File: config.mk
export PLATFORM = sky130hd
export DESIGN_NAME = aim65_kbd_matrix
export DESIGN_NICKNAME = d
export VERILOG_FILES = /design/src/rtl/aim65_kbd_matrix.sv
export SDC_FILE = /design/constraint.sdc
export NUM_CORES = 1
export LEC_CHECK = 0
export ABC_AREA = 1
export CELL_PAD_IN_SITES_DETAIL_PLACEMENT = 0
export CELL_PAD_IN_SITES_GLOBAL_PLACEMENT = 1
export CORE_AREA = 10 10 111 187
export CTS_CLUSTER_SIZE = 40
export DETAILED_ROUTE_END_ITERATION = 7
export DIE_AREA = 0 0 121 197
export PLACE_DENSITY = 0.83
export SLEW_MARGIN = 5
export SYNTH_ARGS = -nofsm -noshare
export SYNTH_HDL_FRONTEND = slang
export SYNTH_SLANG_ARGS = --single-unit
File: constraint.sdc
create_clock -name clk_sys -period 1.9 [get_ports clk_sys]
set_input_delay 0.38 -clock clk_sys [delete_from_list [all_inputs] [get_ports clk_sys]]
set_output_delay 0.38 -clock clk_sys [all_outputs]
set_load 0.02 [all_outputs]
File: src/rtl/aim65_kbd_matrix.sv
// PS/2 key events from hps_io mapped onto the AIM-65 8x8 active-low keyboard matrix.
// Releases that come too soon after a press are held back, so slow firmware scans still see short taps.
module aim65_kbd_matrix #(
   parameter int unsigned MIN_HOLD = 50000,
   parameter int unsigned RQ_DEPTH = 4
) (
   input  logic        clk_sys,
   input  logic        reset_n,
   input  logic [10:0] ps2_key,
   input  logic        kbd_en,
   input  logic [7:0]  col_sel,
   output logic [7:0]  row_out,
   output logic        key_event,
   output logic        rq_overflow
);

   localparam int unsigned HW = $clog2(MIN_HOLD + 1);
   localparam int unsigned AW = (RQ_DEPTH > 1) ? $clog2(RQ_DEPTH) : 1;

   typedef enum logic [1:0] {StIdle, StLookup, StApply} state_e;

   // Returns {valid, row[2:0], col[2:0]}
   function automatic logic [6:0] kbd_map(input logic ext, input logic [7:0] code);
      logic [6:0] m;
      m = 7'd0;
      if (ext) begin
         if (code == 8'h5A) m = {1'b1, 3'd0, 3'd1};
      end else begin
         case (code)
            8'h5A:   m = {1'b1, 3'd0, 3'd1};
            8'h29:   m = {1'b1, 3'd0, 3'd2};
            8'h59:   m = {1'b1, 3'd0, 3'd6};
            8'h12:   m = {1'b1, 3'd0, 3'd7};
            8'h32:   m = {1'b1, 3'd1, 3'd0};
            8'h21:   m = {1'b1, 3'd2, 3'd0};
            8'h23:   m = {1'b1, 3'd3, 3'd0};
            8'h24:   m = {1'b1, 3'd4, 3'd0};
            8'h2B:   m = {1'b1, 3'd5, 3'd0};
            8'h1C:   m = {1'b1, 3'd6, 3'd0};
            8'h16:   m = {1'b1, 3'd7, 3'd0};
            8'h1E:   m = {1'b1, 3'd7, 3'd1};
            8'h26:   m = {1'b1, 3'd7, 3'd2};
            default: m = 7'd0;
         endcase
      end
      return m;
   endfunction

   state_e                     state_q, state_d;
   logic                       tog_q, tog_d;
   logic [9:0]                 evt_q, evt_d;
   logic [6:0]                 map_q, map_d;
   logic [63:0]                key_q, key_d;
   logic [HW-1:0]              hold_q, hold_d;
   logic [RQ_DEPTH-1:0][5:0]   rq_mem_q, rq_mem_d;
   logic [AW:0]                rq_wr_q, rq_wr_d, rq_rd_q, rq_rd_d;
   logic [7:0]                 row_out_q, row_out_d;
   logic                       key_event_q, key_event_d;
   logic                       rq_ovf_q, rq_ovf_d;
   logic                       rq_empty, rq_full;

   always_comb begin
      state_d     = state_q;
      tog_d       = tog_q;
      evt_d       = evt_q;
      key_d       = key_q;
      rq_mem_d    = rq_mem_q;
      rq_wr_d     = rq_wr_q;
      rq_rd_d     = rq_rd_q;
      rq_ovf_d    = rq_ovf_q;
      key_event_d = 1'b0;
      map_d       = kbd_map(evt_q[8], evt_q[7:0]);
      hold_d      = (hold_q != '0) ? hold_q - 1'b1 : '0;
      rq_empty    = (rq_wr_q == rq_rd_q);
      rq_full     = (rq_wr_q[AW] != rq_rd_q[AW]) && (rq_wr_q[AW-1:0] == rq_rd_q[AW-1:0]);

      // Pop is applied first so a same-cycle APPLY on the same bit overrides it
      if ((hold_q == '0) && !rq_empty) begin
         key_d[rq_mem_q[rq_rd_q[AW-1:0]]] = 1'b0;
         rq_rd_d = rq_rd_q + 1'b1;
      end

      case (state_q)
         StIdle: begin
            if (ps2_key[10] != tog_q) begin
               evt_d   = ps2_key[9:0];
               tog_d   = ps2_key[10];
               state_d = StLookup;
            end
         end
         StLookup: state_d = StApply;
         StApply: begin
            state_d = StIdle;
            if (map_q[6]) begin
               if (evt_q[9]) begin
                  key_d[map_q[5:0]] = 1'b1;
                  hold_d            = HW'(MIN_HOLD);
                  key_event_d       = 1'b1;
               end else if (hold_q == '0) begin
                  key_d[map_q[5:0]] = 1'b0;
                  key_event_d       = 1'b1;
               end else if (rq_full) begin
                  key_d[map_q[5:0]] = 1'b0;
                  rq_ovf_d          = 1'b1;
                  key_event_d       = 1'b1;
               end else begin
                  rq_mem_d[rq_wr_q[AW-1:0]] = map_q[5:0];
                  rq_wr_d                   = rq_wr_q + 1'b1;
               end
            end
         end
         default: state_d = StIdle;
      endcase

      if (!kbd_en) begin
         key_d       = '0;
         rq_wr_d     = '0;
         rq_rd_d     = '0;
         hold_d      = '0;
         state_d     = StIdle;
         tog_d       = ps2_key[10];
         key_event_d = 1'b0;
      end

      for (int r = 0; r < 8; r++) begin
         row_out_d[r] = ~|(key_q[r*8 +: 8] & ~col_sel);
      end
   end

   always_ff @(posedge clk_sys) begin
      if (!reset_n) begin
         state_q     <= StIdle;
         tog_q       <= ps2_key[10];
         evt_q       <= '0;
         map_q       <= '0;
         key_q       <= '0;
         hold_q      <= '0;
         rq_mem_q    <= '0;
         rq_wr_q     <= '0;
         rq_rd_q     <= '0;
         row_out_q   <= 8'hFF;
         key_event_q <= 1'b0;
         rq_ovf_q    <= 1'b0;
      end else begin
         state_q     <= state_d;
         tog_q       <= tog_d;
         evt_q       <= evt_d;
         map_q       <= map_d;
         key_q       <= key_d;
         hold_q      <= hold_d;
         rq_mem_q    <= rq_mem_d;
         rq_wr_q     <= rq_wr_d;
         rq_rd_q     <= rq_rd_d;
         row_out_q   <= row_out_d;
         key_event_q <= key_event_d;
         rq_ovf_q    <= rq_ovf_d;
      end
   end

   assign row_out     = row_out_q;
   assign key_event   = key_event_q;
   assign rq_overflow = rq_ovf_q;

endmodule
# ---- Word level (Yosys, flattened, before mapping)
# Cells that the tools add are included.
dict set report op_classes {
  n_addsub 3
  multipliers 0
  div_mod_pow 0
  n_lt_le_gt_ge 7
  n_eq_ne 22
  shifts 0
  n_mux 31
  bitwise 17
  reduce_logical 31
}
# op count
set ops {}
lappend ops {{64-bit two-way mux} 6}
lappend ops {{64-bit bitwise AND} 2}
lappend ops {{64-bit NOT} 2}
lappend ops {{7-bit case mux with 13 select lines} 1}
lappend ops {{8-bit bitwise AND} 8}
lappend ops {{16-bit two-way mux} 4}
lappend ops {{64-bit OR} 1}
lappend ops {{8-bit OR reduction} 8}
lappend ops {{8-bit by 6-bit == test with 1-bit output, second input constant} 7}
lappend ops {{8-bit by 5-bit == test with 1-bit output, second input constant} 4}
lappend ops {{24-bit bitwise mux} 1}
lappend ops {{8-bit by 7-bit == test with 1-bit output, second input constant} 2}
lappend ops {{16-bit logical NOT} 1}
lappend ops {{16-bit nonzero test} 1}
lappend ops {{16-bit by 1-bit subtractor with 16-bit output, second input constant} 1}
lappend ops {{6-bit by 7-bit less-than comparator with 1-bit output, second input constant} 2}
lappend ops {{7-bit two-way mux} 2}
lappend ops {{6-bit binary-select mux with 2-bit select} 1}
lappend ops {{1-bit demux with 6-bit select} 2}
lappend ops {{6-bit demux with 2-bit select} 1}
lappend ops {{6-bit by 1-bit greater-or-equal comparator with 1-bit output, second input constant} 2}
lappend ops {{6-bit two-way mux} 2}
lappend ops {{5-bit AND reduction} 2}
lappend ops {{1-bit logical NOT} 9}
lappend ops {{19 further kinds} 39}
dict set report word_totals {
  reg_bits 140
  latch_bits 0
  ram_bits 0
  rom_bits 0
  inputBits 22
  out_inout_bits 10
  word_cells 126
  n_memories 0
}

# ---- Logic depth before layout (Yosys ltp)
# Gate-level depths: netlist of run 1.
dict set report depth {
  ltp_word 15
  mapped_depth 13
  mapped_depth_nobuf 12
}

# ---- Worst setup path before layout of run 1
# No wires, ideal clock.
dict set report synth_timing {
  path_type {register -> register}
  start {register hold_q[0]}
  end {register key_q[61]}
  setup_ns 0.113
  t_arrival_ns 1.479
  t_required_ns 1.787
  slack_ns 0.308
  stages_incl_launch_ff 14
  path_buffers 2
  synth_period_minus_slack_ns 1.592
  path_cell_list {dfxtp_1 inv_1 ha_1 nand2_2 nor2_4 nand2_2 nand2_4 nand2_4 clkinv_2 buf_6 buf_8 nand2_1 nand3_1 nand2_1}
}
dict set report synth_between {
  elab_chain_len 9
  word_cells_on_any_way 10
  cone_classes {mux: 6; bitwise: 2; reduce/logical: 2}
}
# item line
set synth_lines {}
lappend synth_lines {{start, declared} 54} ;# logic [HW-1:0] hold_q, hold_d;
lappend synth_lines {{start signal, assigned} 150} ;# hold_q <= hold_d;
lappend synth_lines {{16-bit logical NOT *} {78, 99}}
lappend synth_lines {{1-bit logical AND} 78} ;# if ((hold_q == '0) && !rq_empty) begin
lappend synth_lines {{64-bit two-way mux} 78}
lappend synth_lines {{64-bit bitwise AND (no source line)} --}
lappend synth_lines {{64-bit two-way mux} 102} ;# end else if (rq_full) begin
lappend synth_lines {{64-bit two-way mux} 99} ;# end else if (hold_q == '0) begin
lappend synth_lines {{64-bit two-way mux} 95} ;# if (evt_q[9]) begin
lappend synth_lines {{64-bit two-way mux} 94} ;# if (map_q[6]) begin
lappend synth_lines {{64-bit two-way mux *} 83} ;# case (state_q)
lappend synth_lines {{end signal, assigned} 149} ;# key_q <= key_d;
lappend synth_lines {{end, declared} 53} ;# logic [63:0] key_q, key_d;
# Mark *: on every way between the ends. The rest lies on a longest branch, timed or not.
# A chain may end at the register's enable or synchronous reset.

# ---- Worst setup path in the final report of run 1
dict set report layout_timing {
  start {register hold_q[0]}
  end {register key_q[40]}
}
# The elaborated chain is that of the path after synthesis.

==> metrics.yaml, run 1 <==
outcome: "completed"
layout-drive-gt1-share_pct: 15.4
yosys.area.top_type: "dfxtp_1"
finalPower_mw: 9.55
synth.area.mux_share_pct: 0
wl_per_cell_um: 16.9
cpMostUsedCell: "nand2_4"
via_count: 7870
grt_start_max_net_pins: 34
synth_area_leaders: "dfxtp_1 (37%), nand2_1 (15%), nor2_1 (8.5%)"
wirelength_um: 25700
comb_power_share_pct: 27.7
p_int_mw: 6.50
power_switching_mw: 3.05
pre_cts_ws_ps: -9.48
synthCells: 1174
antenna_found_initial: 0
h-tree-depth: 4
grt_pass1_wl_um: 39900
cpPeakStageDelay_ps: 310
port_buffers: 31
worstPathCellList: "inv_1 -> ha_4 -> nand2_4 -> buf_4 -> nor2_4 -> nand2_4 -> nand2_4 -> nand2_4 -> buf_12 -> o21ai_0 -> o21ai_1"
synth.avg_cell_area_sq_um: 6.46
power_density_mw_per_mm2: 989
seq_area_sq_mm: 0.00281
relSlewSlack_pct: 72.5
synth-compound-area-share_pct: 14.5
peakVddDrop_mv: 1.37
synth_adder_area_share_pct: 0.989
slowest_stage: "dfxtp_1"
final_common_cell: "nand2_1"
synth_top_area_share_pct: 36.7
clock_skew_ps: 9.05
hold_start: "hold_q[0]$_SDFF_PN0_"
final_cell_mix: "nand2_1 (303), nor2_1 (169), dfxtp_1 (138), inv_1 (135)"
power.leakage_nw: 3.80
ys_types: 45
startpoint: "hold_q[0]$_SDFF_PN0_"
clk-insertion-delay-late_ps: 430
cts_sinks: 140
p_clk_share_pct: 37.8
grt_overflow: 0
grt.total_usage_pct: 21.4
synth_top_family_by_area: "simple AND/OR/NAND/NOR gates"
cts_tree: "built"
drt-pass1-iter-count: 5
setup_ws_ps: 61.2
crit_fanout: 33
drv_slew: 0
netSwitchingFraction_pct: 31.9
die_area_sq_mm: 0.0238
syn_nets: 1202
cts-buffers-inserted: 17
ant_nets: 0
multi_input_area_sq_mm: 0.00406
worstMarginPinSlew_ps: 408
p_seq_share_pct: 34.5
start_util_pct: 43.3
grt_pass1_vias: 7650
viasPerCell: 5.16
path_buf_inv: 3
ys_seq_elements: 140
cp-start-kind: "register"
clk_pin_slew_ps: 60
root_buffer: "clkbuf_16"
ios: 32
synth-xor-area-share_pct: 1.27
synth_edf_count: 1
synthFlopType: "dfxtp_1"
synth_area_sq_mm: 0.00759
critPathTopFamily: "simple AND/OR/NAND/NOR gates"
gp_congestion: 0.916
setup_violations: 0
fmax_ghz: 0.544
drt_iter0_markers: 487
hold_viol: 0
die_x_um: 121
fillers: 1740
yosys_warnings: 0
period_share_pct: 96.8
cap_violations: 0
yosys.area_share.simple_pct: 35.7
hpwlAfterDp_um: 19100
crit_path_end_kind: "register"
die_h_um: 197
core_sq_mm: 0.0175
nets: 1311
hold_path_class: "register to register"
final.min_clock_period_ps: 1840
drc: 0
crit_arrival_ps: 2150
synthArstFlopShare_pct: 0
row_count: 64
synth_seq_area_share_pct: 37.1
area_growth_pct: 27.2
diodes: 0
critPathKind: "register to register"
crit_required_ps: 2210
rr_startpoint: "hold_q[0]$_SDFF_PN0_"
clock_path_buffers: 2
hold_buffers: 0
==> through the flow <==
step / util, % / hold WS [ps] / setup TNS [ps] / instance area [sq um] / instances
after floorplan: - / 393 / 0 / 7590 / 1174
after global placement: 50.6 / 401 / 0 / 8870 / 1489
after detailed placement: 50.6 / 412 / -21.3 / 8870 / 1489
after CTS: 54.1 / 420 / -86.8 / 9490 / 1520
after global routing: 55.0 / 445 / -628 / 9650 / 1526
final: 55.0 / 420 / 0 / 9650 / 1526
==> layer usage <==
metal	part of all wire, %	GRT usage (%)	wire, um	vias to the layer above
met5	0	0	0	-
met1	36	20.5	9230	3615
met3	3.4	3.32	884	75
met4	5.8	13.9	1500	0
li1	-	-	-	3966
met2	55	40.7	14100	214
==> sequential cells by signal, summed over array words and instances, names as in the netlist <==
signal and flops:
state_q 2, hold_q 16, map_q 7, rq_wr_q 3, rq_overflow 1, tog_q 1
key_q 64, evt_q 10, rq_rd_q 3, row_out 8, rq_mem_q 24, key_event 1
==> cell usage after synthesis, types with 7 or more instances <==
library cell / instances
dfxtp_1: 139
o21ai_1: 28
clkbuf_1: 21
xor2_1: 8
nor3_2: 9
nor2_1: 171
buf_2: 17
o21bai_1: 13
nor2_2: 10
o21ai_0: 67
nand2_2: 10
inv_2: 8
a21oi_1: 54
inv_1: 135
nand2_1: 306
nor2_4: 7
nand3_1: 91
o22ai_1: 16
==> worst paths after layout <==
path,to,slack (ps),depth (start not counted)
max,key_q[40]$_SDFF_PN0_,60,11
min,hold_q[0]$_SDFF_PN0_,420,1
max reg2reg,key_q[40]$_SDFF_PN0_,60,11
min reg2reg,hold_q[0]$_SDFF_PN0_,420,1
==> final cells by class <==
cell class / instances / share of cell area (%)
multi-input combinational: 842 / 42.1
sequential: 140 / 29.2
timing repair buffer: 136 / 13.4
inverter: 146 / 5.86
clock buffer: 20 / 4.73
tap: 231 / 2.99
clock inverter: 11 / 1.74
==> power groups by stage <==
stage | sequential (mW) | clock [mW] | combinational (mW)
finish | 3.29 | 3.61 | 2.65
global route | 3.32 | 3.77 | 2.94
CTS | 3.29 | 3.64 | 2.35
detailed placement | 3.36 | 0 | 2.33
global placement | 3.35 | 0 | 2.30
floorplan | 3.31 | 0 | 1.65
==> what timing repair did <==
action / in CTS / in global routing
resized for setup: 0 / 31
buffers inserted: 0 / 3
endpoints found under the setup margin: 9 / 89
cloned: 0 / 3
pin swaps: 0 / 7
==> logic make-up (layout without fill, tap and decap cells) <==
logic type      after synthesis  after routing
simple gates                627            628
compound gates              197            197
buf+inv                     193            313
flops                       140            140
xor+xnor                     11             11
fa+ha+maj                     6              6
(Power assumes the default switching activity.)
==> run 2, diff against run 1 <==
- PLACE_DENSITY: 0.83 -> 0.9
- clock period: 1.9 -> 1.73 ns (I/O delays scaled with it)
==> run 2 against run 1 <==
Net effect: the flow now finishes with violations (DRC, setup timing); flip-flop and latch count unchanged; design area up 5.3%; sequential power up 10%; final cell count about the same; power up 8.6%; register-to-register slack worse by 70 ps; clock-buffer cell count down 2; worst hold slack worse by 14 ps; routed wire length down 4.2%; combinational power up 17%; die area unchanged; critical path depth unchanged; largest power group unchanged.
==> metrics.yaml, run 2 (synthesis results as in run 1) <==
outcome: "finished, violations left"
violations: "DRC, setup timing"
largest_registers: "key_q x64, rq_mem_q x24, hold_q x16"
port_buffers: 31  # unchanged
h-tree-depth: 4  # unchanged
start_util_pct: 43.3  # unchanged
grt_util_met1_pct: 19.5  # -1.0 points
die_x_um: 121  # unchanged
drt-pass1-iter-count: 8  # +3
relSlewSlack_pct: 68.5  # -3.9 points
hold_viol: 0  # unchanged
placed_cell_area_sq_mm: 0.00891  # +0.48%
antenna_found_initial: 0  # unchanged
clk_pin_slew_ps: 60  # about the same
core_sq_mm: 0.0175  # unchanged
hold_buffers: 0  # unchanged
clock_skew_ps: 15.4  # +6.31 ps
hold_path_class: "register to register"
via_count: 7942  # +0.91%
cap_violations: 0  # unchanged
grt_start_max_net_pins: 34  # unchanged
largest_reg_flops: 64  # unchanged
fmax_ghz: 0.575  # +5.7%
die_area_sq_mm: 0.0238  # unchanged
hpwlAfterDp_um: 18500  # -3.5%
drt_iter0_markers: 549  # +13%
wirelength_um: 24700  # -4.2%
viasPerCell: 5.20  # +0.85%
grt.total_usage_pct: 20.7  # -0.76 points
grt_pass1_wl_um: 39000  # -2.0%
peakVddDrop_mv: 1.13  # -17%
area_growth_pct: 33.9
worstMarginPinSlew_ps: 472  # +63.9 ps
ant_nets: 0  # unchanged
cpPeakStageDelay_ps: 320  # about the same
period_share_pct: 101  # +3.8 points
use_met3_pct: 3.12  # -0.20 points
p_clk_share_pct: 35.2  # -2.6 points
crit_required_ps: 2050  # -160 ps
grtUsageMet2_pct: 39.3  # -1.4 points
p_seq_share_pct: 34.9  # +0.4 points
p_int_mw: 6.87  # +5.7%
grt_pass1_vias: 7842  # +2.5%
cts_tree: "built"
cts-buffers-inserted: 17  # unchanged
cts_sinks: 140  # unchanged
drc: 1  # +1
nets: 1311  # unchanged
netSwitchingFraction_pct: 33.8  # +1.8 points
fin_cells: 1527  # +0.066%
root_buffer: "clkbuf_16"
comb_power_share_pct: 30.0  # +2.3 points
path_buf_inv: 3  # unchanged
slowest_stage: "dfxtp_2"
final.min_clock_period_ps: 1740  # -99.1 ps
row_count: 64  # unchanged
rsz0062_at_grt: "true"
regMostFlops: "key_q"
crit_path_end_kind: "register"
gp_congestion: 0.882  # -3.8%
layout-drive-gt1-share_pct: 23.5  # +8.1 points
final_common_cell: "nand2_1"
clk-insertion-delay-late_ps: 430  # about the same
ios: 32  # unchanged
setup_ws_ps: -9.68  # -70.9 ps
wl_per_cell_um: 16.2  # -4.3%
diodes: 0  # unchanged
drv_slew: 0  # unchanged
dp_cells: 1488  # -0.067%
power.leakage_nw: 3.97  # +4.5%
die_h_um: 197  # unchanged
power_switching_mw: 3.50  # +15%
crit_arrival_ps: 2060  # -90 ps
power_density_mw_per_mm2: 1020  # +3.1%
grt_overflow: 0  # unchanged
critPathKind: "register to register"
final_cell_mix: "nand2_1 (270), dfxtp_1 (133), nor2_1 (131), inv_1 (122), nand3_1 (82)"
gr-max-usage-layer: "met2"
clock_path_buffers: 2  # unchanged
critPathTopFamily: "simple AND/OR/NAND/NOR gates"
cp-start-kind: "register"
setup_violations: 1  # +1
worstPathCellList: "inv_2 -> ha_4 -> nand2_4 -> nor2_4 -> nand4_1 -> nor2_4 -> buf_12 -> nand2_4 -> buf_12 -> nor2_2 -> o21ai_1"
crit_fanout: 7  # -79%
final_area_sq_mm: 0.0102  # +5.3%
[run 2: changes by cell type in the layout (fill, tap and decap cells not counted), moves of 6 or more]
cell	previous run	this run
nor2_1	169	131
nand3_2	2	8
inv_2	4	11
nand2_1	303	270
buf_12	13	20
inv_1	135	122
clkdlybuf4s50_1	31	25
buf_4	90	80
nand3_1	90	82
nand2_2	10	27
nor2_2	10	30
nand2_4	6	21
nor2_4	10	27
[run 2: power by group through the flow]
stage / Combinational, mW / Sequential (mW) / Clock (mW)
2_1_floorplan: 1.81 / 3.64 / 0
3_3_place_gp: 2.63 / 3.66 / 0
3_5_place_dp: 2.66 / 3.67 / 0
4_1_cts: 2.88 / 3.59 / 3.70
5_1_grt: 3.50 / 3.65 / 3.82
6_report: 3.11 / 3.62 / 3.65
[run 2: layout make-up]
class	count	area, sq um
multi-input cells	841	4490
inverters	146	582
clock inverters	14	133
repair buffers	137	1400
fillers	1636	7370
flip-flops and latches	140	2820
clock buffers	18	450
well taps	231	289
[run 2: timing repair]
item | in CTS | in global routing
gates cloned | 0 | 1
setup buffers | 1 | 5
pin swaps | 6 | 54
resized for setup | 24 | 173
endpoints found under the setup margin | 77 | 99
[run 2: path summary, 6_finish.rpt]
kind / slack (ps) / cells after the start / startpoint / to
max: -10 / 11 / hold_q[0]$_SDFF_PN0_ / key_q[33]$_SDFF_PN0_
min: 410 / 1 / hold_q[0]$_SDFF_PN0_ / hold_q[0]$_SDFF_PN0_
max reg2reg: -10 / 11 / hold_q[0]$_SDFF_PN0_ / key_q[33]$_SDFF_PN0_
min reg2reg: 410 / 1 / hold_q[0]$_SDFF_PN0_ / hold_q[0]$_SDFF_PN0_
[run 2: per-layer routing]
layer  part of all wire, %  wire (um)
met5                     0          0
met4                   6.4       1580
met3                   4.2       1040
met2                    55      13500
met1                    34       8500
[run 2: worst register-to-register path, cell delays in order, from the launching register on]
cell and delay [ps]:
dfxtp_2 320, inv_2 70, ha_4 150, nand2_4 80
nor2_4 140, nand4_1 170, nor2_4 180, buf_12 150
nand2_4 60, buf_12 150, nor2_2 110, o21ai_1 60
[run 2: stage by stage]
step,worst slack (ps),power (mW),utilization [%],setup TNS (ps),hold WS [ps]
floorplan,138,5.45,-,0,393
global placement,-79.7,6.29,50.8,-1500,402
detailed placement,-97.5,6.33,50.8,-2180,411
CTS,-6.32,10.2,54.5,-8.79,421
global route,-95.5,11.0,58.0,-2530,430
finish,-9.68,10.4,58.0,-9.68,406
==> run 3, diff against run 2 <==
==> constraint.sdc (replaced) <==
create_clock -name clk_sys -period 1.73 [get_ports clk_sys]
set_input_delay 0.346 -clock clk_sys [delete_from_list [all_inputs] [get_ports clk_sys]]
set_output_delay 0.346 -clock clk_sys [all_outputs]
set_load 0.01 [all_outputs]
==> run 3 against run 2 <==
Net effect: the flow finishes with violations (setup timing); register-to-register slack about the same; worst hold slack about the same; sequential share of layout area about the same; non-clock buffer count unchanged; clock skew about the same; combinational power about the same; design area about the same; power about the same; via count decreased by 0.35%; setup slack improved by 1.1 ps; highest routed layer unchanged.
==> metrics.yaml, run 3 (synthesis results as in run 1) <==
hpwlAfterDp_um: 18500  # unchanged
cts_tree: "built"
grt.total_usage_pct: 20.7  # about the same
hold_buffers: 0  # unchanged
h-tree-depth: 4  # unchanged
grt_pass1_wl_um: 39100  # about the same
drv_slew: 0  # unchanged
die_x_um: 121  # unchanged
viasPerCell: 5.18  # -0.35%
largest_reg_flops: 64  # unchanged
crit_fanout: 7  # unchanged
layout-drive-gt1-share_pct: 23.5  # unchanged
row_count: 64  # unchanged
power.leakage_nw: 3.97  # about the same
crit_required_ps: 2040  # about the same
grt_pass1_vias: 7843  # +0.013%
wl_per_cell_um: 16.1  # -0.11%
cts-buffers-inserted: 17  # unchanged
core_sq_mm: 0.0175  # unchanged
die_h_um: 197  # unchanged
drt-pass1-iter-count: 7  # -1
antenna_found_initial: 0  # unchanged
via_count: 7914  # -0.35%
violations: "setup timing"
drt_iter0_markers: 547  # -0.36%
finalPower_mw: 10.4  # about the same
peakVddDrop_mv: 1.13  # about the same
cts_sinks: 140  # unchanged
fin_util_pct: 58.0  # about the same
final_cell_mix: "nand2_1 (270), dfxtp_1 (133), nor2_1 (131), inv_1 (122), nand3_1 (82)"
grt_overflow: 0  # unchanged
wirelength_um: 24600  # -0.11%
power_density_mw_per_mm2: 1020  # about the same
hold_viol: 0  # unchanged
regMostFlops: "key_q"
diodes: 0  # unchanged
slowest_stage: "dfxtp_2"
worstMarginPinSlew_ps: 460  # -11.5 ps
gp_congestion: 0.882  # unchanged
grt_start_max_net_pins: 34  # unchanged
root_buffer: "clkbuf_16"
cap_violations: 0  # unchanged
start_util_pct: 43.3  # unchanged
ant_nets: 0  # unchanged
setup_violations: 1  # unchanged
cp-start-kind: "register"
cpPeakStageDelay_ps: 320  # about the same
critPathKind: "register to register"
relSlewSlack_pct: 69.3  # +0.77 points
rsz0062_at_grt: "true"
outcome: "finished, violations left"
area_growth_pct: 33.9  # about the same
final_common_cell: "nand2_1"
period_share_pct: 100  # about the same
crit_path_end_kind: "register"
path_buf_inv: 3  # unchanged
clk-insertion-delay-late_ps: 430  # about the same
crit_arrival_ps: 2050  # about the same
hold_path_class: "register to register"
setup_ws_ps: -8.55  # +1.13 ps
clk_pin_slew_ps: 60  # about the same
holdWs_ps: 406  # -0.00200 ps
worstPathCellList: "inv_2 -> ha_4 -> nand2_4 -> nor2_4 -> nand4_1 -> nor2_4 -> buf_12 -> nand2_4 -> buf_12 -> nor2_2 -> o21ai_1"
die_area_sq_mm: 0.0238  # unchanged
critPathTopFamily: "simple AND/OR/NAND/NOR gates"
fmax_ghz: 0.575  # about the same
port_buffers: 31  # unchanged
pre_cts_ws_ps: -97.5  # unchanged
ios: 32  # unchanged
drc: 0  # -1
nets: 1311  # unchanged
largest_registers: "key_q x64, rq_mem_q x24, hold_q x16"
clock_skew_ps: 15.0  # -0.407 ps
clock_path_buffers: 2  # unchanged
final.min_clock_period_ps: 1740  # -1.13 ps
[run 3: what timing repair did]
action | 4_1_cts | 5_1_grt
setup endpoints to repair | 74 | 97
pin swaps | 6 | 54
setup buffers | 1 | 5
gates resized for setup | 21 | 171
gates cloned | 0 | 1
[run 3: power by group]
group	total [mW]	internal [mW]	switching, mW
logic	3.11	1.35	1.76
registers	3.62	3.43	0.184
clock network	3.65	2.09	1.56
total	10.4	6.87	3.50
[run 3: metrics by stage]
stage                     instance area (sq um)  std cells  TNS (ps)
after floorplan                            7590       1174         0
after global placement                     8910       1488     -1500
after detailed placement                   8910       1488     -2180
after CTS                                  9560       1521     -8.79
after global routing                      10200       1527     -2530
final                                     10200       1527     -8.55
[run 3: area by class of cell]
type	count	area, sq um
fillers	1636	7370
multi-input cells	841	4490
flip-flops and latches	140	2820
repair buffers	137	1400
inverters	146	582
clock buffers	18	450
well taps	231	289
clock inverters	14	133
[run 3: path summary, 6_finish.rpt]
check,start,to,slack [ps],cells after the start
worst min register to register,hold_q[0]$_SDFF_PN0_,hold_q[0]$_SDFF_PN0_,410,1
worst max register to register,hold_q[0]$_SDFF_PN0_,key_q[33]$_SDFF_PN0_,-9,11
worst max-delay path,hold_q[0]$_SDFF_PN0_,key_q[33]$_SDFF_PN0_,-9,11
worst min-delay path,hold_q[0]$_SDFF_PN0_,hold_q[0]$_SDFF_PN0_,410,1
[run 3: routing by layer]
| layer | routed length (um) | track usage (%) | vias up |
|---|---|---|---|
| li1 | - | - | 3960 |
| met1 | 8380 | 19.5 | 3637 |
| met2 | 13500 | 39.3 | 242 |
| met3 | 1180 | 3.12 | 75 |
| met4 | 1570 | 14.2 | 0 |
| met5 | 0 | 0 | - |
